### src/rtl/microcode_sequencer_pkg.sv
// rtl/microcode_sequencer_pkg.sv - shared mode encodings, microword layout and sequencer states
package microcode_sequencer_pkg;

    typedef enum logic [1:0] {
        MODE_NEXT     = 2'd0,
        MODE_JUMP     = 2'd1,
        MODE_DISPATCH = 2'd2,
        MODE_HALT     = 2'd3
    } mode_t;

    typedef enum logic {
        SEQ_IDLE = 1'b0,
        SEQ_RUN  = 1'b1
    } seq_t;

    // Microword layout, LSB first: ctrl, next, mode.
    localparam int CTRL_LSB   = 0;
    localparam int MODE_WIDTH = 2;

    function automatic int uw_width(input int cw_width, input int state_width);
        return cw_width + state_width + MODE_WIDTH;
    endfunction

    function automatic int next_lsb(input int cw_width);
        return CTRL_LSB + cw_width;
    endfunction

    function automatic int mode_lsb(input int cw_width, input int state_width);
        return CTRL_LSB + cw_width + state_width;
    endfunction

endpackage

### src/rtl/microcode_sequencer_store.sv
// rtl/microcode_sequencer_store.sv - microcode RAM and opcode dispatch table, sync write, comb read
module microcode_sequencer_store
    import microcode_sequencer_pkg::*;
#(
    parameter int CW_WIDTH     = 20,
    parameter int STATE_WIDTH  = 6,
    parameter int OPCODE_WIDTH = 4,
    parameter int UW_WIDTH     = uw_width(CW_WIDTH, STATE_WIDTH)
) (
    input  logic                    clock,
    input  logic                    we,
    input  logic                    sel,
    input  logic [STATE_WIDTH-1:0]  addr,
    input  logic [UW_WIDTH-1:0]     data,
    input  logic [STATE_WIDTH-1:0]  rd_addr,
    input  logic [OPCODE_WIDTH-1:0] rd_opcode,
    output logic [UW_WIDTH-1:0]     rd_word,
    output logic                    disp_valid,
    output logic [STATE_WIDTH-1:0]  disp_target
);

    localparam int NUM_STATES = 2 ** STATE_WIDTH;
    localparam int NUM_OPS    = 2 ** OPCODE_WIDTH;

    // Contents survive reset by design; software reprograms after power-up.
    logic [UW_WIDTH-1:0]  ucode [NUM_STATES];
    logic [STATE_WIDTH:0] disp  [NUM_OPS];

    always_ff @(posedge clock) begin
        if (we) begin
            if (sel) begin
                disp[addr[OPCODE_WIDTH-1:0]] <= data[STATE_WIDTH:0];
            end else begin
                ucode[addr] <= data;
            end
        end
    end

    assign rd_word     = ucode[rd_addr];
    assign disp_valid  = disp[rd_opcode][STATE_WIDTH];
    assign disp_target = disp[rd_opcode][STATE_WIDTH-1:0];

endmodule

### src/rtl/microcode_sequencer.sv
// rtl/microcode_sequencer.sv - microcode sequencer: fetch, next-address select, registered control word
module microcode_sequencer
    import microcode_sequencer_pkg::*;
#(
    parameter int CW_WIDTH     = 20,
    parameter int STATE_WIDTH  = 6,
    parameter int OPCODE_WIDTH = 4,
    parameter int START_STATE  = 1
) (
    input  logic                                         clock,
    input  logic                                         reset_n,
    input  logic                                         start,
    input  logic                                         stall,
    input  logic [OPCODE_WIDTH-1:0]                      opcode,
    input  logic                                         prog_we,
    input  logic                                         prog_sel,
    input  logic [STATE_WIDTH-1:0]                       prog_addr,
    input  logic [uw_width(CW_WIDTH, STATE_WIDTH)-1:0]   prog_data,
    output logic [CW_WIDTH-1:0]                          control_out,
    output logic [STATE_WIDTH-1:0]                       state,
    output logic                                         busy,
    output logic                                         illegal_op
);

    localparam int UW_WIDTH = uw_width(CW_WIDTH, STATE_WIDTH);
    localparam int NEXT_LSB = next_lsb(CW_WIDTH);
    localparam int MODE_LSB = mode_lsb(CW_WIDTH, STATE_WIDTH);
    localparam logic [STATE_WIDTH-1:0] LAST_STATE  = '1;
    localparam logic [STATE_WIDTH-1:0] FIRST_STATE = STATE_WIDTH'(START_STATE);

    seq_t                   seq_q;
    logic [UW_WIDTH-1:0]    word;
    logic                   disp_valid;
    logic [STATE_WIDTH-1:0] disp_target;

    logic [CW_WIDTH-1:0]    word_ctrl;
    logic [STATE_WIDTH-1:0] word_next;
    mode_t                  word_mode;

    logic [STATE_WIDTH-1:0] nxt_state;
    logic [CW_WIDTH-1:0]    nxt_ctrl;
    logic                   nxt_halt;
    logic                   nxt_illegal;

    // Tables may only change while idle so a running sequence sees a stable program.
    microcode_sequencer_store #(
        .CW_WIDTH     (CW_WIDTH),
        .STATE_WIDTH  (STATE_WIDTH),
        .OPCODE_WIDTH (OPCODE_WIDTH),
        .UW_WIDTH     (UW_WIDTH)
    ) u_store (
        .clock       (clock),
        .we          (prog_we && (seq_q == SEQ_IDLE)),
        .sel         (prog_sel),
        .addr        (prog_addr),
        .data        (prog_data),
        .rd_addr     (state),
        .rd_opcode   (opcode),
        .rd_word     (word),
        .disp_valid  (disp_valid),
        .disp_target (disp_target)
    );

    assign word_ctrl = word[CTRL_LSB +: CW_WIDTH];
    assign word_next = word[NEXT_LSB +: STATE_WIDTH];
    assign word_mode = mode_t'(word[MODE_LSB +: MODE_WIDTH]);

    always_comb begin
        nxt_state   = state;
        nxt_ctrl    = word_ctrl;
        nxt_halt    = 1'b0;
        nxt_illegal = 1'b0;
        case (word_mode)
            MODE_NEXT: begin
                // Falling off the end of the RAM stops rather than wrapping to 0.
                if (state == LAST_STATE) begin
                    nxt_halt = 1'b1;
                end else begin
                    nxt_state = state + STATE_WIDTH'(1);
                end
            end
            MODE_JUMP: begin
                nxt_state = word_next;
            end
            MODE_DISPATCH: begin
                if (disp_valid) begin
                    nxt_state = disp_target;
                end else begin
                    nxt_ctrl    = '0;
                    nxt_illegal = 1'b1;
                    nxt_halt    = 1'b1;
                end
            end
            MODE_HALT: begin
                nxt_halt = 1'b1;
            end
            default: begin
                nxt_halt = 1'b1;
            end
        endcase
    end

    always_ff @(posedge clock or negedge reset_n) begin
        if (!reset_n) begin
            seq_q       <= SEQ_IDLE;
            state       <= '0;
            control_out <= '0;
            illegal_op  <= 1'b0;
        end else begin
            case (seq_q)
                SEQ_IDLE: begin
                    control_out <= '0;
                    illegal_op  <= 1'b0;
                    state       <= '0;
                    if (start) begin
                        seq_q <= SEQ_RUN;
                        state <= FIRST_STATE;
                    end
                end
                SEQ_RUN: begin
                    if (!stall) begin
                        control_out <= nxt_ctrl;
                        illegal_op  <= nxt_illegal;
                        if (nxt_halt) begin
                            seq_q <= SEQ_IDLE;
                            state <= '0;
                        end else begin
                            state <= nxt_state;
                        end
                    end
                end
                default: begin
                    seq_q <= SEQ_IDLE;
                end
            endcase
        end
    end

    assign busy = (seq_q == SEQ_RUN);

endmodule

### config.mk
export PLATFORM = sky130hd
export DESIGN_NAME = microcode_sequencer
export DESIGN_NICKNAME = d
export VERILOG_FILES = /design/src/rtl/microcode_sequencer_pkg.sv /design/src/rtl/microcode_sequencer_store.sv /design/src/rtl/microcode_sequencer.sv
export SDC_FILE = /design/constraint.sdc
export NUM_CORES = 2
export LEC_CHECK = 0
export CAP_MARGIN = 20
export CORE_MARGIN = 2
export CORE_UTILIZATION = 30
export CTS_BUF_LIST = sky130_fd_sc_hd__clkbuf_4
export CTS_CLUSTER_DIAMETER = 50
export DETAILED_ROUTE_END_ITERATION = 6
export RECOVER_POWER = 25
export SETUP_SLACK_MARGIN = 0.2
export SYNTH_ARGS = -nofsm -noshare
export SYNTH_HDL_FRONTEND = slang
export SYNTH_SLANG_ARGS = --single-unit
### constraint.sdc
create_clock -name clock -period 5.8 [get_ports clock]
set_input_delay 1.16 -clock clock [delete_from_list [all_inputs] [get_ports clock]]
set_output_delay 1.16 -clock clock [all_outputs]
set_load 0.1 [all_outputs]
## After elaboration in Yosys (flattened, before gate mapping)

Memory sizes are Yosys's and may differ from the RTL's.
Index checks and enable logic that the tools add are counted.

- Flip-flop bits (word level): 28
- RAM bits: 1904
- Word-level logic and storage cells: 46
- Output and inout bits: 28
- Memories kept: 2

Memories:

| memory | words | width | read ports | clocked after Yosys merged registers in | wr ports | RTL line | source |
|---|---|---|---|---|---|---|---|
| u_store.ucode | 64 | 28 | 1 | 0 | 1 | microcode_sequencer_store.sv:26 | `logic [UW_WIDTH-1:0] ucode [NUM_STATES];` |
| u_store.disp | 16 | 7 | 1 | 0 | 1 | microcode_sequencer_store.sv:27 | `logic [STATE_WIDTH:0] disp [NUM_OPS];` |

- Bitwise operators: 1
- Eq/ne operators: 8
- Reductions and logical operators: 3
- $add $sub $neg: 1
- Multiplexer cells: 27

Operator list:

| cell | count |
|---|---|
| 2-to-1 mux 20 bit | 3 |
| case mux 20 bit (2 select lines) | 1 |
| 2-to-1 mux 6 bit | 4 |
| case mux 6 bit (3 select lines) | 1 |
| 2-to-1 mux 1 bit | 14 |
| case mux 6 bit (2 select lines) | 1 |
| inequality test 4 bit (second input constant) | 2 |
| adder 6 x 1 -> 6 bit (second input constant) | 1 |
| equality test 6 bit (second input constant) | 1 |
| inequality test 5 x 1 -> 1 bit (second input constant) | 1 |
| equality test 2 bit (second input constant) | 2 |
| case mux 1 bit (2 select lines) | 2 |
| AND reduction 4 bit | 1 |
| case mux 1 bit (3 select lines) | 1 |
| equality test 2 x 1 -> 1 bit (second input constant) | 1 |
| logical NOT 2 bit | 1 |
| inequality test 2 bit (second input constant) | 1 |
| logical AND 1 bit | 1 |
| NOT 1 bit | 1 |

## Longest topological paths before layout

- Depth after elaboration: 6
- Gate-level depth with buffers: 14
- Gate-level depth less buffers: 12

## By module

From an unflattened synthesis, not the netlist that was laid out.

- Cells, all modules: 3541
- Area, all modules: 74466.4 sq um

Modules (own cells, without submodules):

| module | sequential area each (sq um) | times used | area an instance (sq um) | cells an instance |
|---|---|---|---|---|
| microcode_sequencer_store | 57174.8 | 1 | 73067.6 | 3415 |
| microcode_sequencer | 700.7 | 1 | 1398.8 | 126 |

## Least setup slack after synthesis

OpenSTA, ideal clock, no wires.

- Path kind: flip-flop to flip-flop
- From: register state[1]
- To: register state[2]
- Stages on the path, launching flop included: 13
- Slack: 0.956 ns
- Data arrival time: 4.722 ns
- Clock period less this slack: 4.844 ns
- Required time: 5.678 ns
- Cell sequence: dfrtp_1 buf_2 buf_1 mux4_2 mux4_2 mux4_2 ha_1 buf_4 o41ai_1 o21ai_0 a31oi_2 nor4_1 a2111oi_1

- Word-level cells in the longest chain between the ends: 6
- Elaborated cells between the ends (all ways): 18
- Those cells by class: add/sub (1); eq/ne (7); mux (7); reduce/logical (2); memory (1)

RTL lines:

| element | RTL line | source |
|---|---|---|
| from (decl) | microcode_sequencer.sv:20 | `output logic [STATE_WIDTH-1:0] state,` |
| from (signal assigned) | microcode_sequencer.sv:128 | `state <= nxt_state;` |
| memory (64 x 28 bit) (tied with other cells) | -- |  |
| equality test 2 bit (tied with other cells) | microcode_sequencer.sv:73 | `case (word_mode)` |
| case mux 6 bit (3 select lines) or case mux 1 bit (3 select lines) (tied branches) | microcode_sequencer.sv:73 |  |
| 2-to-1 mux 6 bit | microcode_sequencer.sv:124 | `if (nxt_halt) begin` |
| 2-to-1 mux 6 bit | microcode_sequencer.sv:121 | `if (!stall) begin` |
| case mux 6 bit (2 select lines) | microcode_sequencer.sv:110 | `case (seq_q)` |

Parallel ways exist; a longest one is shown, timed or not. The select of a mux whose other input is x is not followed.
A chain may end at the register's enable or synchronous reset.

## Worst setup path after layout

- From: register state[1]
- To: output state[1]

No word-level cell between the ends.

==> out/metrics.cfg <==
[yosys]
synth-seq-cells = 1932
ys_warn_count = 0
synth_top_cell_area_share_pct = 76.9
synthArstFlopShare_pct = 1.45
synth_cells = 3210
yosysSeqAreaShare_pct = 77.8
synth_edf_count = 1904
synth_ff_type = edfxtp_1
syn_area_sq_um = 74400
synth.distinct_cells = 69
yosys.area.top_type = edfxtp_1
synth_area_leaders = edfxtp_1, mux4_2, mux2i_1, dfrtp_1, nand2_1
syn-num-nets = 3259
syn_avg_cell_area_sq_um = 23.2

[worst_setup_path]
path_max_fanout = 97
critPathKind = register to primary output
worstReg2RegEnd = state[2]$_DFFE_PN0P_
arrival_ns = 4.10
r2r_setup_slack_ns = 0.87
critPathCaptureType = primary output
crit_required_ns = 4.64
crit_path_start_kind = register
reg2reg_from = state[0]$_DFFE_PN0P_
reg2reg_depth = 10

[cts]
clkLatencyLatePin_ns = 1.38
cts_sinks = 1932
cts_made_buffers = 484
clk_pin_slew_ns = 0.07
cts_root_buf = clkbuf_4
clk_path_buf_depth = 4
h-tree-depth = 5
cts_tree = done

[routing]
drt_pass1_iterations = 6
drt_wl_total_microns = 194000
wl_per_cell_microns = 26.2
drt_iter0_markers = 4125
antenna_left = 0
vias_per_cell = 4.95
drc = 0
vias = 36600

[power_and_ir_drop]
peakVddDrop_v = 0.000363
p_per_area_nw_per_um2 = 399
leakagePower_nw = 26.3

[timing]
final_hold_viol_count = 0
holdWs_ns = 0.248
slew_viol_final = 1420
rsz0062_at_grt = false
fin_skew_ns = 0.112
max_slew_margin_pct = -132
max_freq_mhz = 190
tightest_slew_ns = 3.47
period_share_pct = 90.8
setup_tns_ns = 0
post-route-min-period_ns = 5.26
final-setup-viol-count = 0

[layout]
fillers = 22900
layout.cells.non_filler = 7401
area_growth_pct = 14.9
fin_nets = 3799
drive_gt1_share_pct = 36.3

[global_route]
grt_max_degree = 106
grt_usage_pct = 15.3
grt_pass1_vias = 38200
antenna_found_initial = 28
grt_pass1_wl_microns = 276000
grt_overflow_total = 0

[floorplanning]
core_sq_um = 246000
num_rows = 182
die-width_microns = 502
num_io_pins = 72
die_h_microns = 502
initial_core_util_pct = 30.2
die_area_sq_um = 252000

[worst_hold_path]
min_to = u_store.ucode[13][2]$_DFFE_PP_
hold_depth = 1
worstHoldStart = prog_data[2]
hp-class = primary input to register

[place]
numPortBuffers = 71
place_inst = 6569
dp.final_hpwl_microns = 107000
gp_congestion = 0.871

[status]
run_status = finished with violations
violations = capacitance limit, slew limit

[job]
drv_cap = 26

-- what timing repair did --
item	in CTS	in global routing
hold buffers	1	0
setup buffers	0	0
setup endpoints to repair	1	0
gates resized for setup	1	0
hold endpoints to repair	28	0
-- through the flow --
| step | utilization, % | worst slack [ns] | area, sq um | power (mW) |
|---|---|---|---|---|
| 5_1_grt | 34.7 | 0.199 | 85500 | 35.5 |
| 4_1_cts | 34.7 | 0.282 | 85500 | 34.4 |
| 2_1_floorplan | - | 0.956 | 74400 | 21.3 |
| 6_report | 34.7 | 0.536 | 85500 | 34.1 |
| 3_3_place_gp | 32.4 | 0.857 | 79700 | 23.6 |
| 3_5_place_dp | 32.4 | 0.888 | 79800 | 23.6 |
-- routing by layer --
metal	global-route usage [%]	part of all wire, %	routed length [microns]
met5	0	0.041	80
met2	24.1	48	93100
met3	3.72	7.7	14900
met4	7.06	3.9	7510
met1	19.8	40	78000
-- cell usage after synthesis, types with 4 or more instances --
master and number:
a211oi_1 10, a21oi_1 10, a221o_1 9, a221oi_1 24, a22oi_1 13, a32o_1 20, and3_1 5, buf_1 11
buf_12 5, buf_2 57, buf_4 9, buf_6 15, clkbuf_1 77, dfrtp_1 28, edfxtp_1 1904, ha_1 5
inv_1 9, mux2i_1 96, mux4_1 4, mux4_2 519, nand2_1 108, nand2b_1 5, nand3_1 53, nand4_1 6
nor2_1 93, nor2b_1 10, nor3_1 11, nor4_1 5, o211a_1 4, o21ai_0 20
-- power breakdown --
part / switching [mW] / internal [mW]
clock: 5.27 / 5.52
sequential: 0.243 / 15.5
combinational: 4.43 / 3.17
-- worst max-delay path, stage by stage, from the launching register on --
cell and delay (ns):
dfrtp_4 0.80, buf_12 0.56, clkdlybuf4s50_1 1.26
-- area by class of cell --
class,instances,area [sq um],share of cell area (%)
Clock buffer,679,5100,5.96
Antenna cell,13,32.5,0.0381
Inverter,10,37.5,0.0439
Clock inverter,133,638,0.746
Tap cell,3312,4140,4.85
Sequential cell,1932,57900,67.7
Multi-Input combinational cell,1091,15900,18.7
Timing Repair Buffer,231,1700,1.99
-- registers in the layout (all words and copies together), names as in the netlist --
name and flops:
control_out 20, u_store.disp 112, busy 1, illegal_op 1, u_store.ucode 1792, state 6
-- how the worst max path moves through the flow --
stage | startpoint | endpoint | cells past startpoint
after floorplan | state[1]$_DFFE_PN0P_ | state[2]$_DFFE_PN0P_ | 12
after global placement | prog_addr[2] | u_store.ucode[19][13]$_DFFE_PP_ | 5
after detailed placement | prog_addr[2] | u_store.ucode[19][7]$_DFFE_PP_ | 5
after CTS | state[0]$_DFFE_PN0P_ | state[0] | 3
after global routing | state[0]$_DFFE_PN0P_ | state[0] | 3
final | state[1]$_DFFE_PN0P_ | state[1] | 2
-- cell usage in the layout (no fill, tap or decap), types with 33 or more instances in the layout --
master and n:
nand3_1 53, buf_4 128, mux4_2 519, nand2_1 108
edfxtp_1 1904, nor2_4 62, clkbuf_4 679, buf_2 33
clkinv_1 106, mux2i_1 96
-- cells by family after synthesis --
group / Yosys count / synth area share, %
flip-flops: 1932 / 77.8
multiplexers: 621 / 17.2
AND/OR/NAND/NOR: 316 / 1.91
buffers and inverters: 187 / 1.39
AO/OA/AOI/OAI: 149 / 1.62
adder cells (fa/ha/maj): 5 / 0.0841
Note: power is estimated with default switching activity, not from simulation.
